File: config.mk
export PLATFORM = sky130hd
export DESIGN_NAME = des3_wb_master
export DESIGN_NICKNAME = d
export VERILOG_FILES = /design/src/rtl/des3_wb_master.sv
export SDC_FILE = /design/constraint.sdc
export NUM_CORES = 1
export LEC_CHECK = 0
export ABC_AREA = 1
export CAP_MARGIN = 20
export CORE_MARGIN = 3
export CORE_UTILIZATION = 51
export DETAILED_ROUTE_END_ITERATION = 8
export GPL_TIMING_DRIVEN = 1
export PLACE_DENSITY_LB_ADDON = 0.12
export SYNTH_ARGS = -nofsm -noshare
export SYNTH_HDL_FRONTEND = slang
export SYNTH_SLANG_ARGS = --single-unit
File: constraint.sdc
create_clock -name wb_clk_i -period 2.69 [get_ports wb_clk_i]
set_input_delay 0.807 -clock wb_clk_i [delete_from_list [all_inputs] [get_ports wb_clk_i]]
set_output_delay 0.807 -clock wb_clk_i [all_outputs]
set_load 0.02 [all_outputs]
File: src/rtl/des3_wb_master.sv
// Wishbone initiator that runs one DES3 operation on a memory-mapped slave:
// it loads the key/block registers, starts the core, polls ct_valid, reads the result back and clears start.
module des3_wb_master #(
  parameter int unsigned aw          = 32,
  parameter logic [31:0] BASE_ADDR   = 32'h0,
  parameter int unsigned ACK_TIMEOUT = 255,
  parameter int unsigned POLL_MAX    = 1023
) (
  input  logic          wb_clk_i,
  input  logic          wb_rst_i,
  input  logic          cmd_valid_i,
  output logic          cmd_ready_o,
  input  logic          cmd_decrypt_i,
  input  logic [63:0]   cmd_data_i,
  input  logic [63:0]   cmd_key1_i,
  input  logic [63:0]   cmd_key2_i,
  input  logic [63:0]   cmd_key3_i,
  output logic          rsp_valid_o,
  input  logic          rsp_ready_i,
  output logic [63:0]   rsp_data_o,
  output logic [1:0]    rsp_err_o,
  output logic          busy_o,
  output logic [aw-1:0] wb_adr_o,
  output logic          wb_cyc_o,
  output logic          wb_stb_o,
  output logic          wb_we_o,
  output logic [3:0]    wb_sel_o,
  output logic [31:0]   wb_dat_o,
  input  logic [31:0]   wb_dat_i,
  input  logic          wb_ack_i,
  input  logic          wb_err_i
);
  typedef enum logic [2:0] {IDLE, WR_SEQ, POLL, RD_HI, RD_LO, CLR, RESP} state_t;

  localparam logic [16:0] ACK_LIM  = 17'(ACK_TIMEOUT);
  localparam logic [16:0] POLL_LIM = 17'(POLL_MAX);
  localparam logic [1:0]  E_OK     = 2'b00;
  localparam logic [1:0]  E_BUS    = 2'b01;
  localparam logic [1:0]  E_ACK    = 2'b10;
  localparam logic [1:0]  E_POLL   = 2'b11;

  state_t        state_q;
  logic          cmd_ready_q, busy_q, stb_q, we_q, rsp_valid_q, dec_q;
  logic [aw-1:0] adr_q;
  logic [31:0]   dat_q;
  logic [63:0]   data_q, key1_q, key2_q, key3_q, result_q, rsp_data_q;
  logic [1:0]    err_q;
  logic [3:0]    wr_idx_q;
  logic [15:0]   ack_cnt_q, poll_cnt_q;

  logic [3:0]    idx_d;
  logic          we_d;
  logic [31:0]   dat_d;
  logic [aw-1:0] adr_d;

  // Address/data of the transfer the current state issues next.
  always_comb begin
    idx_d = 4'd0;
    we_d  = 1'b0;
    dat_d = 32'd0;
    case (state_q)
      WR_SEQ: begin
        we_d  = 1'b1;
        idx_d = (wr_idx_q == 4'd10) ? 4'd0 : wr_idx_q;
        case (wr_idx_q)
          4'd1:    dat_d = {31'd0, dec_q};
          4'd2:    dat_d = data_q[31:0];
          4'd3:    dat_d = data_q[63:32];
          4'd4:    dat_d = key3_q[31:0];
          4'd5:    dat_d = key3_q[63:32];
          4'd6:    dat_d = key2_q[31:0];
          4'd7:    dat_d = key2_q[63:32];
          4'd8:    dat_d = key1_q[31:0];
          4'd9:    dat_d = key1_q[63:32];
          4'd10:   dat_d = 32'd1;
          default: dat_d = 32'd0;
        endcase
      end
      POLL:    idx_d = 4'd10;
      RD_HI:   idx_d = 4'd11;
      RD_LO:   idx_d = 4'd12;
      CLR:     we_d  = 1'b1;
      default: idx_d = 4'd0;
    endcase
    adr_d = aw'(BASE_ADDR) + aw'({idx_d, 2'b00});
  end

  always_ff @(posedge wb_clk_i) begin
    if (wb_rst_i) begin
      state_q     <= IDLE;
      cmd_ready_q <= 1'b1;
      busy_q      <= 1'b0;
      stb_q       <= 1'b0;
      we_q        <= 1'b0;
      adr_q       <= '0;
      dat_q       <= 32'd0;
      rsp_valid_q <= 1'b0;
      rsp_data_q  <= 64'd0;
      err_q       <= E_OK;
      dec_q       <= 1'b0;
      data_q      <= 64'd0;
      key1_q      <= 64'd0;
      key2_q      <= 64'd0;
      key3_q      <= 64'd0;
      result_q    <= 64'd0;
      wr_idx_q    <= 4'd0;
      ack_cnt_q   <= 16'd0;
      poll_cnt_q  <= 16'd0;
    end else begin
      case (state_q)
        IDLE: begin
          if (cmd_valid_i && cmd_ready_q) begin
            dec_q       <= cmd_decrypt_i;
            data_q      <= cmd_data_i;
            key1_q      <= cmd_key1_i;
            key2_q      <= cmd_key2_i;
            key3_q      <= cmd_key3_i;
            result_q    <= 64'd0;
            err_q       <= E_OK;
            wr_idx_q    <= 4'd0;
            poll_cnt_q  <= 16'd0;
            cmd_ready_q <= 1'b0;
            busy_q      <= 1'b1;
            state_q     <= WR_SEQ;
          end
        end
        WR_SEQ, POLL, RD_HI, RD_LO, CLR: begin
          if (!stb_q) begin
            stb_q     <= 1'b1;
            adr_q     <= adr_d;
            we_q      <= we_d;
            dat_q     <= dat_d;
            ack_cnt_q <= 16'd0;
          end else if (wb_err_i) begin
            stb_q      <= 1'b0;
            err_q      <= E_BUS;
            rsp_data_q <= 64'd0;
            state_q    <= RESP;
          end else if (wb_ack_i) begin
            stb_q <= 1'b0;
            case (state_q)
              WR_SEQ: begin
                if (wr_idx_q == 4'd10) state_q <= POLL;
                else wr_idx_q <= wr_idx_q + 4'd1;
              end
              POLL: begin
                if (wb_dat_i[0]) begin
                  state_q <= RD_HI;
                end else if ({1'b0, poll_cnt_q} + 17'd1 == POLL_LIM) begin
                  err_q   <= E_POLL;
                  state_q <= CLR;
                end else begin
                  poll_cnt_q <= poll_cnt_q + 16'd1;
                end
              end
              RD_HI: begin
                result_q[63:32] <= wb_dat_i;
                state_q         <= RD_LO;
              end
              RD_LO: begin
                result_q[31:0] <= wb_dat_i;
                state_q        <= CLR;
              end
              default: begin
                rsp_data_q <= (err_q == E_OK) ? result_q : 64'd0;
                state_q    <= RESP;
              end
            endcase
          end else if ({1'b0, ack_cnt_q} + 17'd1 == ACK_LIM) begin
            stb_q      <= 1'b0;
            err_q      <= E_ACK;
            rsp_data_q <= 64'd0;
            state_q    <= RESP;
          end else begin
            ack_cnt_q <= ack_cnt_q + 16'd1;
          end
        end
        RESP: begin
          // Valid rises one cycle after entry; the consume edge returns to IDLE.
          if (!rsp_valid_q) begin
            rsp_valid_q <= 1'b1;
          end else if (rsp_ready_i) begin
            rsp_valid_q <= 1'b0;
            cmd_ready_q <= 1'b1;
            busy_q      <= 1'b0;
            state_q     <= IDLE;
          end
        end
        default: state_q <= IDLE;
      endcase
    end
  end

  assign cmd_ready_o = cmd_ready_q;
  assign busy_o      = busy_q;
  assign rsp_valid_o = rsp_valid_q;
  assign rsp_data_o  = rsp_data_q;
  assign rsp_err_o   = err_q;
  assign wb_cyc_o    = stb_q;
  assign wb_stb_o    = stb_q;
  assign wb_we_o     = we_q;
  assign wb_adr_o    = adr_q;
  assign wb_dat_o    = dat_q;
  assign wb_sel_o    = 4'hF;

endmodule

==> impl.org <==
** Logic synthesis
- Of all flip-flops after synthesis, the portion carrying an async set or reset was 0%.
- Synthesis produced 2796 cells.
- After synthesis, the mean cell area works out to 7.20 um^2.
- For this run, the number of Yosys warnings is 0.
- Number of flops mapped to enable cells by yosys :: 0
- Yosys top cell by area :: sky130_fd_sc_hd__dfxtp_1
- After synthesis the cells add up to 0.0201 mm^2.
- After synthesis, flip-flops and latches occupy roughly 46% of the total area.
- XOR/XNOR share of the synthesized area :: 0.174%
- In the synthesized netlist, mux cells make up 0% of the area.
- Largest family of logic cells by synthesized area :: compound AO/OA/AOI/OAI gates
- Adder and majority cell fraction of the synthesized area :: 0.497%
- Simple logic cell fraction of the synthesized area :: between 10% and 20%
- Synth top area cells :: sky130_fd_sc_hd__dfxtp_1 (46%), sky130_fd_sc_hd__a21oi_1 (8.7%), sky130_fd_sc_hd__nand2_1 (8.1%), sky130_fd_sc_hd__o21ai_0 (7.5%), sky130_fd_sc_hd__nor2_1 (5.9%)
- The share of synthesized area in the top cell type comes to 46.4%.
- Synthesis inferred 467 register bits.
- Flip-flop cell with the highest count after synthesis :: sky130_fd_sc_hd__dfxtp_1
- Complex-gate fraction of the synthesized area :: 23.0%
- The number of different library cells used by synthesis comes to 44.

** Global routing
- The number of antenna violations at the first check in global routing was 12.
- The first global-routing pass estimated 104 mm of wire.
- Entering global routing, the biggest net connects 127 pins.
- Global routing used 31.3% of the available tracks across all layers.
- Total grt overflow :: 0
- The via count of the first global-routing pass was 19000.

** Pwr
- Cell Pwr Density :: 974 mW/mm^2
- IR analysis of the VDD net gives a maximum drop of 0.604 mV.
- Leakage :: just over 10 nW

** Detailed routing
- Wire length on met1 :: 28.6 mm
- Initial DRC count :: approximately 2000
- Residual DRC :: 0
- Total routed wirelength :: just under 70 mm
- The count of nets left with antenna violations once routing finished came out at 0.
- DR vias :: 20300
- Routed wire length on met2 :: 31.7 mm
- Dividing the detail-routed via count by the number of cells gives 5.52.
- DR top layer :: met5
- Routed met3 length :: 5.71 mm
- After detailed routing, the average wire length per cell comes to 18.6 um.
- Number of iterations in the first detailed-routing pass :: 5

** Worst setup path
- Measured in cells, the most critical reg-to-reg path has a length of 13.
- Register-to-register setup slack :: 160 ps
- Of all nets on the critical path, the largest fanout is 3.
- Logic depth of the worst setup path including buffers :: 1
- Cell chain of the critical path :: clkdlybuf4s50_1
- The worst setup path is launched from a flip-flop.
- Cell type of the slowest stage on the worst timing path :: sky130_fd_sc_hd__clkdlybuf4s50_1
- Cell family contributing the most delay on the critical path :: buffers and inverters
- At the worst endpoint, the required time is 1880 ps.
- Worst path arrival time :: 1730 ps
- Counting both buffers and inverters, the worst setup path holds a total of 1.
- STA classifies the critical path endpoint as an output port.
- Kind of critical path :: flip-flop to output port
- On the worst path, the slowest cell contributes a delay of 660 ps.

** Floorplanning
- Pin placement for this block handled roughly 440 I/O pins.
- Chip height :: between 200 and 250 um
- Initial Util :: 51.9%
- The core region is 0.0388 mm^2.
- Die width :: 205 um
- Area enclosed by the die boundary :: 0.0419 mm^2
- The floorplan has about 70 rows.

** Clock tree
- Number of hold buffers added after CTS :: 0
- No sink is reached through more buffers than the 3 on the longest clock path.
- The number of clock buffers added by TritonCTS is 48.
- Number of H-tree levels :: 2
- After clock tree synthesis, the clock-pin slew on the worst setup and hold paths is 60 ps.
- Clock root buffer master :: sky130_fd_sc_hd__clkbuf_16
- Clock latency on the worst-skew pair, taken at its later pin, is between 500 and 600 ps.
- Post-CTS timing repair inserted 0 buffers for setup.
- CTS tree :: done
- Total number of clock tree sinks :: 467

** Hold path
- Hold Path Class :: flip-flop to flip-flop
- Instance count along the most critical hold path :: 2

** STA
- Measured against its own limit, the worst slew margin works out to 31.2%.
- Final setup violation count :: 0
- Number of hold violations in the final report :: 0
- Timing would allow up to 393 MHz.
- Between clock sinks in the finished design, the worst skew comes to 21.8 ps.
- The smallest clock period supported by the final layout is computed as 2540 ps.
- Fraction of the cycle the final worst path needs :: between 90% and 100%
- The final-report max-slew violation count came to 0.
- Worst-margin pin slew :: just over 1000 ps
- After layout, the worst setup slack is around 150 ps.
- WHS :: 454 ps

** Layout
- Cells with a size suffix above 1 make up 6.15% of the layout.
- Syn-to-layout area delta :: 31.3%
- After routing the design area is 0.0264 mm^2.
- Nets :: 3426
- Area of the multi-input gates :: 0.00873 mm^2
- Registers take 0.00935 mm^2.
- Commonest cells after routing, fill and taps aside :: sky130_fd_sc_hd__dfxtp_1 (467), sky130_fd_sc_hd__nand2_1 (431), sky130_fd_sc_hd__clkdlybuf4s50_1 (401)
- Most common cell after layout, fill and taps aside :: sky130_fd_sc_hd__dfxtp_1
- Number of fillers in the final layout :: 3353

** Place
- Placement-stage cell area :: approximately 0.025 mm^2
- Placer's final routability congestion estimate :: ~0.95
- Prior to clock tree synthesis, the placed netlist has a worst setup slack of 22.1 ps.
- After legalization and detailed placement, the total HPWL measured 48.1 mm.
- IO buf count :: 402

** Outcome
- The run finished with clean final reports.

** Flow run
- Maximum capacitance violations :: 0
cell families (layout without fill, tap and decap cells):
group           Yosys count  in the layout
buf+inv                 540            869
compound gates          851            851
xor+xnor                  4              4
flops                   467            467
other cells               2             37
fa+ha+maj                 8              8
simple gates            924            925
Yosys cell counts (19+ instances only):
library cell / instances
sky130_fd_sc_hd__nand2_1: 432
sky130_fd_sc_hd__a211oi_1: 19
sky130_fd_sc_hd__inv_1: 306
sky130_fd_sc_hd__clkbuf_1: 157
sky130_fd_sc_hd__nand3_1: 109
sky130_fd_sc_hd__buf_2: 21
sky130_fd_sc_hd__nor2_1: 319
sky130_fd_sc_hd__nand4_1: 27
sky130_fd_sc_hd__buf_4: 36
sky130_fd_sc_hd__o21ai_0: 301
sky130_fd_sc_hd__o21ai_1: 35
sky130_fd_sc_hd__dfxtp_1: 467
sky130_fd_sc_hd__a21oi_1: 351
sky130_fd_sc_hd__o41ai_1: 22
sky130_fd_sc_hd__o22ai_1: 83
layout make-up:
class,count,share of cell area (%)
Inverter,315,4.53
Tap cell,518,2.45
Antenna cell,5,0.0473
Timing Repair Buffer,471,18.6
Clock buffer,69,5.26
Clock inverter,14,0.771
Sequential cell,467,35.4
Multi-Input combinational cell,1820,33.0
where the power goes:
part	total (mW)	internal, mW	switching (mW)
registers	9.94	8.98	0.965
logic	9.00	3.34	5.66
clock network	6.81	3.98	2.83
registers in the layout, indices dropped and copies added, names as in the netlist, 16 cells and up:
| name | cells |
|---|---|
| key1_q | 64 |
| result_q | 64 |
| wb_dat_o | 32 |
| key3_q | 64 |
| data_q | 64 |
| rsp_data_o | 64 |
| poll_cnt_q | 16 |
| key2_q | 64 |
| ack_cnt_q | 16 |
metal layers:
| metal | GRT usage (%) | vias up |
|---|---|---|
| li1 | - | 9809 |
| met1 | 41.4 | 9466 |
| met2 | 50.8 | 871 |
| met3 | 6.88 | 145 |
| met4 | 10.8 | 14 |
| met5 | 0 | - |
worst paths after layout:
path / start / to
setup reg to reg: ack_cnt_q[0]$_SDFFE_PP0P_ / rsp_data_o[22]$_SDFFE_PP0P_
hold reg to reg: key2_q[11]$_SDFFE_PP0P_ / key2_q[11]$_SDFFE_PP0P_
hold / removal: key2_q[11]$_SDFFE_PP0P_ / key2_q[11]$_SDFFE_PP0P_
setup / recovery: wb_dat_o[23]$_SDFFE_PP0P_ / wb_dat_o[23]
repair_timing:
action	4_1_cts	5_1_grt
hold endpoints to repair	0	0
resized for setup	0	4
setup endpoints to repair	0	30
per-stage QoR:
stage	utilization [%]	cells	TNS [ps]	total power, mW
6_report	68.1	3679	0	25.8
5_1_grt	68.1	3677	-102	27.3
4_1_cts	68.0	3672	0	25.7
3_5_place_dp	63.8	3589	0	18.9
3_3_place_gp	63.8	3589	0	18.6
2_1_floorplan	-	2826	0	15.7
(Power assumes the default switching activity.)
